## src/rtl/perf_mon_pkg.sv

```systemverilog
`default_nettype none
// ============================================================================
// Module   : perf_mon_pkg
// Brief    : Shared types and constants for the performance / end-of-program
//            monitor.
// Revision : 1.0 - initial release
// ============================================================================
package perf_mon_pkg;

  // Monitor state; encoding is visible on o_state.
  typedef enum logic [1:0] {
    IDLE  = 2'd0,
    RUN   = 2'd1,
    DRAIN = 2'd2,
    DONE  = 2'd3
  } perf_state_e;

  // jal x0,0 : the self-loop the test programs park on when finished.
  localparam logic [31:0] HALT_JAL = 32'h0000_006f;

endpackage : perf_mon_pkg
`default_nettype wire

```

## src/rtl/perf_mon_sat_counter.sv

```systemverilog
`default_nettype none
// ============================================================================
// Module   : sat_counter
// Brief    : Up-counter that sticks at all-ones instead of wrapping; clr has
//            priority over inc.
// Revision : 1.0 - initial release
// ============================================================================
module sat_counter #(
  parameter int W = 32
) (
  input  logic         i_clk,
  input  logic         i_rstn,
  input  logic         inc,
  input  logic         clr,
  output logic [W-1:0] q
);

  localparam logic [W-1:0] c_MAX = '1;

  logic [W-1:0] r_q;

  // Count register: clear first, then increment unless already saturated.
  always_ff @(posedge i_clk or negedge i_rstn) begin
    if (!i_rstn) begin
      r_q <= '0;
    end else if (clr) begin
      r_q <= '0;
    end else if (inc && (r_q != c_MAX)) begin
      r_q <= r_q + 1'b1;
    end
  end

  assign q = r_q;

endmodule : sat_counter
`default_nettype wire

```

## src/rtl/perf_mon.sv

```systemverilog
`default_nettype none
// ============================================================================
// Module   : perf_mon
// Brief    : Cycle / retire / bubble / event counters for the RV32I core with
//            halt detection, a pipeline-drain delay and a final freeze.
// Revision : 1.0 - initial release
// ============================================================================
module perf_mon
  import perf_mon_pkg::*;
#(
  parameter int          CNT_W        = 32,
  parameter int          NUM_EVT      = 4,
  parameter logic [31:0] HALT_INSN    = HALT_JAL,
  parameter int          DRAIN_CYCLES = 4
) (
  input  logic                     i_clk,
  input  logic                     i_rstn,
  input  logic                     i_en,
  input  logic                     i_clr,
  input  logic                     i_insn_vld,
  input  logic [31:0]              i_if_instr,
  input  logic [NUM_EVT-1:0]       i_evt,
  output logic [CNT_W-1:0]         o_cycle_cnt,
  output logic [CNT_W-1:0]         o_retire_cnt,
  output logic [CNT_W-1:0]         o_nop_cnt,
  output logic [NUM_EVT*CNT_W-1:0] o_evt_cnt,
  output logic [1:0]               o_state,
  output logic                     o_done
);

  // Drain counter holds DRAIN_CYCLES-1 down to 0; keep at least one bit so
  // the DRAIN_CYCLES=0/1 builds still elaborate.
  localparam int              c_DRAIN_W    = (DRAIN_CYCLES > 1) ? $clog2(DRAIN_CYCLES) : 1;
  localparam bit              c_HAS_DRAIN  = (DRAIN_CYCLES > 0);
  localparam int              c_DRAIN_INIT = (DRAIN_CYCLES > 0) ? (DRAIN_CYCLES - 1) : 0;
  localparam logic [c_DRAIN_W-1:0] c_DRAIN_LOAD = c_DRAIN_W'(c_DRAIN_INIT);

  perf_state_e          r_state;
  perf_state_e          w_state_nxt;
  logic [c_DRAIN_W-1:0] r_drain_cnt;
  logic [c_DRAIN_W-1:0] w_drain_nxt;
  logic                 r_done;
  logic                 w_halt;
  logic                 w_count;

  assign w_halt  = (i_if_instr == HALT_INSN);
  // Counting happens only while the program runs or drains, gated by i_en.
  assign w_count = i_en && ((r_state == RUN) || (r_state == DRAIN));

  // State, drain counter and done flag registers.
  always_ff @(posedge i_clk or negedge i_rstn) begin
    if (!i_rstn) begin
      r_state     <= IDLE;
      r_drain_cnt <= '0;
      r_done      <= 1'b0;
    end else begin
      r_state     <= w_state_nxt;
      r_drain_cnt <= w_drain_nxt;
      r_done      <= (w_state_nxt == DONE);
    end
  end

  // Next-state logic; clear overrides everything, including drain expiry.
  always_comb begin
    w_state_nxt = r_state;
    w_drain_nxt = r_drain_cnt;
    if (i_clr) begin
      w_state_nxt = IDLE;
      w_drain_nxt = '0;
    end else begin
      case (r_state)
        IDLE: begin
          if (i_en) w_state_nxt = RUN;
        end
        RUN: begin
          if (i_en && w_halt) begin
            if (c_HAS_DRAIN) begin
              w_state_nxt = DRAIN;
              w_drain_nxt = c_DRAIN_LOAD;
            end else begin
              w_state_nxt = DONE;
            end
          end
        end
        DRAIN: begin
          // Drain time is wall-clock: it runs down even while i_en is low.
          if (r_drain_cnt == '0) w_state_nxt = DONE;
          else                   w_drain_nxt = r_drain_cnt - 1'b1;
        end
        DONE: begin
          w_state_nxt = DONE;
        end
        default: begin
          w_state_nxt = IDLE;
        end
      endcase
    end
  end

  sat_counter #(.W(CNT_W)) u_cycle_cnt (
    .i_clk  (i_clk),
    .i_rstn (i_rstn),
    .inc    (w_count),
    .clr    (i_clr),
    .q      (o_cycle_cnt)
  );

  sat_counter #(.W(CNT_W)) u_retire_cnt (
    .i_clk  (i_clk),
    .i_rstn (i_rstn),
    .inc    (w_count && i_insn_vld),
    .clr    (i_clr),
    .q      (o_retire_cnt)
  );

  sat_counter #(.W(CNT_W)) u_nop_cnt (
    .i_clk  (i_clk),
    .i_rstn (i_rstn),
    .inc    (w_count && !i_insn_vld),
    .clr    (i_clr),
    .q      (o_nop_cnt)
  );

  for (genvar k = 0; k < NUM_EVT; k++) begin : g_evt
    sat_counter #(.W(CNT_W)) u_evt_cnt (
      .i_clk  (i_clk),
      .i_rstn (i_rstn),
      .inc    (w_count && i_evt[k]),
      .clr    (i_clr),
      .q      (o_evt_cnt[k*CNT_W +: CNT_W])
    );
  end

  assign o_state = r_state;
  assign o_done  = r_done;

endmodule : perf_mon
`default_nettype wire
```

## config.mk

```make
export PLATFORM = sky130hd
export DESIGN_NAME = perf_mon
export DESIGN_NICKNAME = d
export VERILOG_FILES = /design/src/rtl/perf_mon_pkg.sv /design/src/rtl/perf_mon_sat_counter.sv /design/src/rtl/perf_mon.sv
export SDC_FILE = /design/constraint.sdc
export NUM_CORES = 1
export LEC_CHECK = 0
export CELL_PAD_IN_SITES_DETAIL_PLACEMENT = 0
export CELL_PAD_IN_SITES_GLOBAL_PLACEMENT = 1
export CORE_MARGIN = 5
export CORE_UTILIZATION = 42
export CTS_CLUSTER_DIAMETER = 200
export CTS_CLUSTER_SIZE = 24
export DETAILED_ROUTE_END_ITERATION = 10
export PLACE_DENSITY = 0.93
export SLEW_MARGIN = 15
export SYNTH_ARGS = -nofsm -noshare
export SYNTH_HDL_FRONTEND = slang
export SYNTH_SLANG_ARGS = --single-unit
```

## constraint.sdc

```tcl
create_clock -name i_clk -period 4.51 [get_ports i_clk]
set_input_delay 0.902 -clock i_clk [delete_from_list [all_inputs] [get_ports i_clk]]
set_output_delay 0.902 -clock i_clk [all_outputs]
set_load 0.005 [all_outputs]
```

==> flow_summary.toml, run 1 <==
[finish]
area_delta_synth_final_pct = 26.4
drive_gt1_frac = 0.0491
final_area_mm2 = 0.0164
nNetsFinal = 1746

[clock_tree]
cts_setup_buffers = 0
cts_sinks = 229
cts_tree = "done"
htree_levels = 1
root_buffer = "clkbuf_16"
clkTransAtPathRegs_ps = 100
clock_latency_ps = 480
clk_path_buf_depth = 3
post_cts_resized = 0
cts_buffers = 13
hold_buffers = 0

[pwr]
irDropWorstVdd_uv = 177
power_density_mw_per_mm2 = 238
p_seq_frac = 0.545
leakage_nw = 5.83
swShare = 0.280
p_int_mw = 2.81
total_power_mw = 3.90
clockPowerShare = 0.314
pwr-share-comb = 0.141
power.switching_mw = 1.09

[critical_path]
start_kind = "flop"
crit_path_start = "o_state[0]"
reg2reg_slack_ps = 1060
cp_slowest_cell = "or4_1"
worst-path-max-fanout = 12
crit_chain = "inv_1 -> ha_1 -> nand2_1 -> or4_1 -> a211oi_1 -> nand3_1 -> mux2_2"
critical-path-top-delay-family = "simple AND/OR/NAND/NOR gates"
r2r_cells = 7
required_ps = 4860
critical_path_class = "reg -> reg"
path_depth = 7
r2r_start = "o_state[0]"
slowest_delay_ps = 820
endpoint = "u_cycle_cnt.q[31]"
r2r_end = "u_cycle_cnt.q[31]"
cp-end-kind = "flop"
crit_buf_inv = 1
cp.arrival_ps = 3800

[die]
die_w_um = 186
die_h_um = 186
initial_core_util = 0.425
core_mm2 = 0.0305
dieArea_mm2 = 0.0345
rows = 64
io_pins = 268

[detailed_routing]
via_per_inst = 6.01
ant_nets = 0
firstDrtPassIters = 5
wl_per_cell_um = 18.1
num_vias = 12564
drt-total-wl_mm = 37.9
drcViolationCount = 0
drtIter0Drc = 993

[yosys]
yosys_warnings = 0
synth_top_family_by_area = "simple AND/OR/NAND/NOR gates"
yosysSeqAreaShare = 0.442
synth_fa_ha_area_frac = 0.0116
synth-compound-area-share = 0.167
synthMuxAreaShare = 0.0214
synth_xor_area_frac = 0.0270
synth_edf_count = 0
syn_area_per_cell_um2 = 8.87
ys_types = 65
synthFlopType = "dfrtp_1"
synthesis.area_mm2 = 0.0130
synthCells = 1461
synth-simple-area-share = 0.301
syn_nets = 1514
synth_seq_cells = 229
async_flop_share = 1.00

[global_routing]
grtUsageTotal = 0.212
grt_pass1_wl_mm = 61.7
antenna_found_initial = 0
grt_max_degree = 113
grt_pass1_vias = 11752
grt-ovfl-total = 0

[timing]
hold_violations = 0
worst_slew_pin_slew_ps = 1040
period_minus_slack_ps = 3450
fin_tns_setup_ps = 0
setup_viol_count_final = 0
finClkSkew_ps = 20.3
slew_headroom = 0.295
report.final.slew_viol_count = 0
rsz0062_at_grt = "no"
whs_ps = 356
max_freq_ghz = 0.290
fin_crit_sh = 0.766

[placement]
gp_congestion = 0.852
io_buffers = 267
dp_hpwl_mm = 26.7
placed_area_mm2 = 0.0160

[outcome]
status = "complete, no violations"

[worst_hold_path]
hold_path.class = "in -> async"

[job]
cap_violations = 0
==> sequential cells by signal, summed over array words and instances, names as in the netlist <==
register	cells
g_evt.u_evt_cnt.q	128
u_cycle_cnt.q	32
o_done	1
o_state	2
u_nop_cnt.q	32
u_retire_cnt.q	32
r_drain_cnt	2
==> logic make-up (layout without fill, tap and decap cells) <==
group	Yosys count	count (layout)
buffers and inverters	100	331
DFF	229	229
adders and majority gates	12	12
muxes	25	25
and+or+nand+nor	692	692
xor gates and xnor gates	40	40
AOI/OAI and AO/OA	363	363
other	0	1
==> per-layer routing <==
| layer | track usage | wire, um | vias to the layer above |
|---|---|---|---|
| li1 | - | - | 5998 |
| met1 | 0.314 | 17100 | 6130 |
| met2 | 0.327 | 17200 | 401 |
| met3 | 0.0455 | 3020 | 35 |
| met4 | 0.0382 | 538 | 0 |
| met5 | 0 | 0 | - |
==> metrics by stage <==
step / setup slack (ps) / std cells / util
6_report: 1060 / 2089 / 0.537
5_1_grt: 705 / 2088 / 0.537
4_1_cts: 1060 / 2088 / 0.537
3_5_place_dp: 680 / 2074 / 0.525
3_3_place_gp: 713 / 2074 / 0.525
2_1_floorplan: 1890 / 1461 / -
==> placed cells by master, fill, tap and decap left out, types with 11 or more instances in the layout <==
| cell | count |
|---|---|
| nand4_1 | 73 |
| or3_1 | 104 |
| o31ai_1 | 31 |
| o21ai_0 | 109 |
| and4_1 | 20 |
| clkbuf_16 | 13 |
| nand3_1 | 91 |
| and3_1 | 24 |
| or4_1 | 41 |
| xor2_1 | 13 |
| a21oi_1 | 142 |
| nor4_1 | 35 |
| inv_1 | 32 |
| nand2_1 | 98 |
| ha_1 | 12 |
| clkdlybuf4s50_1 | 265 |
| nor2b_1 | 20 |
| o21a_1 | 11 |
| nor3_1 | 27 |
| xnor2_1 | 27 |
| dfrtp_1 | 229 |
| mux2_2 | 22 |
| buf_4 | 16 |
| a211oi_1 | 14 |
| nor2_1 | 108 |
==> power by group through the flow <==
stage          registers, mW  clock network, mW  logic, mW
2_1_floorplan           2.16                  0      0.298
3_3_place_gp            2.17                  0      0.541
3_5_place_dp            2.17                  0      0.554
4_1_cts                 2.13               1.28      0.556
5_1_grt                 2.13               1.34      0.615
6_report                2.13               1.23      0.549
==> synth_stat cells, drive strengths merged (3+ instances only) <==
| master | count | area [um^2] |
|---|---|---|
| a31oi | 4 | 25.0 |
| nand3 | 91 | 455 |
| or2 | 10 | 62.6 |
| and2 | 11 | 68.8 |
| nor2b | 20 | 125 |
| clkbuf | 64 | 240 |
| o311ai | 7 | 61.3 |
| nand2 | 98 | 368 |
| buf | 3 | 17.5 |
| o21a | 11 | 82.6 |
| or4 | 42 | 319 |
| mux2 | 22 | 248 |
| dfrtp | 229 | 5730 |
| a21oi | 142 | 711 |
| a211oi | 14 | 105 |
| nor2 | 108 | 405 |
| nor4b | 7 | 76.3 |
| o211ai | 4 | 30.0 |
| or3 | 104 | 651 |
| o41ai | 9 | 78.8 |
| mux2i | 3 | 30.0 |
| xnor2 | 27 | 236 |
| nand3b | 6 | 45.0 |
| inv | 32 | 120 |
| o31a | 6 | 52.6 |
| nor3 | 27 | 135 |
| and4 | 20 | 175 |
| o31ai | 32 | 245 |
| xor2 | 13 | 114 |
| o2111ai | 8 | 70.1 |
| ha | 12 | 150 |
| nor4 | 41 | 303 |
| and3 | 24 | 150 |
| nand4 | 74 | 478 |
| o21ai | 109 | 546 |
==> worst register-to-register path, delay by kind of cell (launching register included) <==
| kind | cells | cell delay [ps] |
|---|---|---|
| muxes | 1 | 290 |
| AOI/OAI and AO/OA | 1 | 510 |
| buffers and inverters | 1 | 110 |
| and+or+nand+nor | 3 | 1340 |
| adders and majority gates | 1 | 640 |
| DFF | 1 | 450 |
==> how the worst min path moves through the flow <==
stage / start / end / slack [ps] / cells past startpoint
floorplan: u_cycle_cnt.q[19] / u_cycle_cnt.q[19] / 500 / 1
global placement: u_nop_cnt.q[2] / u_nop_cnt.q[2] / 530 / 1
detailed placement: u_cycle_cnt.q[19] / u_cycle_cnt.q[19] / 550 / 1
CTS: i_rstn / g_evt[3].u_evt_cnt.q[4] / 430 / 1
global route: i_rstn / g_evt[3].u_evt_cnt.q[4] / 420 / 1
finish: i_rstn / g_evt[3].u_evt_cnt.q[4] / 360 / 1
==> final cells by class <==
type,instances,area (um^2)
diodes,1,2.50
clock buffers,13,325
clock inverters,1,16.3
fillers,2809,14100
inverters,32,120
multi-input cells,1132,6860
flip-flops and latches,229,5730
well taps,396,495
repair buffers,285,2840
Power figures use the tool's default switching activity.
==> inputs of run 2 (changes only) <==
CORE_UTILIZATION = 39   (was 42)
PLACE_DENSITY = 0.88   (was 0.93)
clock period = 3.6 ns   (was 4.51 ns; I/O delays follow)
==> flow_summary.toml, run 2 (synthesis gave the netlist of run 1 again) <==
[detailed_routing]
via_per_inst = 5.83
routed-wl-met2_mm = 17.6
drt-total-wl_mm = 38.5
wl_met3_mm = 2.92
firstDrtPassIters = 5
drcViolationCount = 0
drtIter0Drc = 740
num_vias = 12560
wl_per_cell_um = 17.9
ant_nets = 0
top_layer_used = "met5"
wl_met1_mm = 17.2

[placement]
gp_congestion = 0.831
dp_hpwl_mm = 27.4
placed_area_mm2 = 0.0163
io_buffers = 267
place_worst_setup_slack_ps = 237

[critical_path]
required_ps = 3980
r2r_end = "u_cycle_cnt.q[29]"
cp_slowest_cell = "or4_1"
worst-path-max-fanout = 12
start_kind = "flop"
r2r_cells = 7
cp-end-kind = "flop"
crit_chain = "inv_1 -> ha_1 -> nand2_1 -> or4_1 -> a211oi_1 -> nand3_1 -> mux2_2"
r2r_start = "o_state[0]"
reg2reg_slack_ps = 550
slowest_delay_ps = 770
critical_path_class = "reg -> reg"
cp.arrival_ps = 3430

[timing]
period_minus_slack_ps = 3050
worst_slew_pin_slew_ps = 1110
hold_violations = 0
whs_ps = 258
fin_tns_setup_ps = 0
rsz0062_at_grt = "no"
report.final.slew_viol_count = 0
fin_crit_sh = 0.847
max_freq_ghz = 0.328
slew_headroom = 0.250
finClkSkew_ps = 12.5
setup_viol_count_final = 0
fin_ws_ps = 550

[pwr]
leakage_nw = 5.92
total_power_mw = 4.94
irDropWorstVdd_uv = 255
power_density_mw_per_mm2 = 298

[clock_tree]
hold_buffers = 0
cts_sinks = 229
cts_buffers = 13
post_cts_resized = 0
clock_latency_ps = 480
cts_setup_buffers = 0
clk_path_buf_depth = 3
root_buffer = "clkbuf_16"
clkTransAtPathRegs_ps = 100
cts_tree = "done"
htree_levels = 1

[die]
core_mm2 = 0.0327
die_h_um = 192
die_w_um = 192
rows = 66
io_pins = 268
initial_core_util = 0.396
dieArea_mm2 = 0.0370

[outcome]
status = "complete, no violations"

[job]
cap_violations = 0

[finish]
most-common-layout-cells = "265 x clkdlybuf4s50_1, 229 x dfrtp_1, 142 x a21oi_1"
area_delta_synth_final_pct = 28.1
drive_gt1_frac = 0.0602
nNetsFinal = 1766
final_area_mm2 = 0.0166
final_common_cell = "clkdlybuf4s50_1"
antennaDiodeCount = 0
largest_reg_flops = 128

[global_routing]
grt_pass1_wl_mm = 62.9
grt_max_degree = 105
grt-ovfl-total = 0
antenna_found_initial = 1
grt_pass1_vias = 11931
grtUsageTotal = 0.202

[worst_hold_path]
hold_path.class = "in -> async"
[run 2: power by group]
group | switching (mW) | internal [mW] | total, mW
Clock | 0.883 | 0.662 | 1.54
Sequential | 0.0548 | 2.61 | 2.66
Combinational | 0.448 | 0.279 | 0.727
Total | 1.39 | 3.55 | 4.94
[run 2: final cells by class]
class                   instances  area [um^2]
repair buffers                305         3000
flip-flops and latches        229         5730
multi-input cells            1132         6850
inverters                      32          120
clock inverters                 1         16.3
clock buffers                  13          325
well taps                     442          553
fillers                      3057        16100
[run 2: critical path: cells and delay by family (launching register included)]
kind                     cells  cell delay (ps)
AND/OR/NAND/NOR              3             1090
AO/OA/AOI/OAI                1              530
adder cells (fa/ha/maj)      1              470
flip-flops                   1              460
multiplexers                 1              280
buffers and inverters        1              110
[run 2: how the worst max path moves through the flow]
stage,startpoint,endpoint,slack (ps)
global placement,i_en,u_cycle_cnt.q[31],330
CTS,o_state[0],u_cycle_cnt.q[29],500
finish,o_state[0],u_cycle_cnt.q[29],550
global route,o_state[0],u_cycle_cnt.q[31],330
floorplan,o_state[0],u_cycle_cnt.q[25],980
detailed placement,i_en,u_cycle_cnt.q[29],240
[run 2: stage by stage]
| step | util | std cells |
|---|---|---|
| 2_1_floorplan | - | 1461 |
| 3_3_place_gp | 0.497 | 2140 |
| 3_5_place_dp | 0.497 | 2140 |
| 4_1_cts | 0.507 | 2154 |
| 5_1_grt | 0.507 | 2154 |
| 6_report | 0.507 | 2154 |
[run 2: routing by layer]
metal,up-vias,track usage
li1,6036,-
met1,6135,0.282
met4,2,0.0403
met3,41,0.0490
met2,346,0.323
met5,-,0
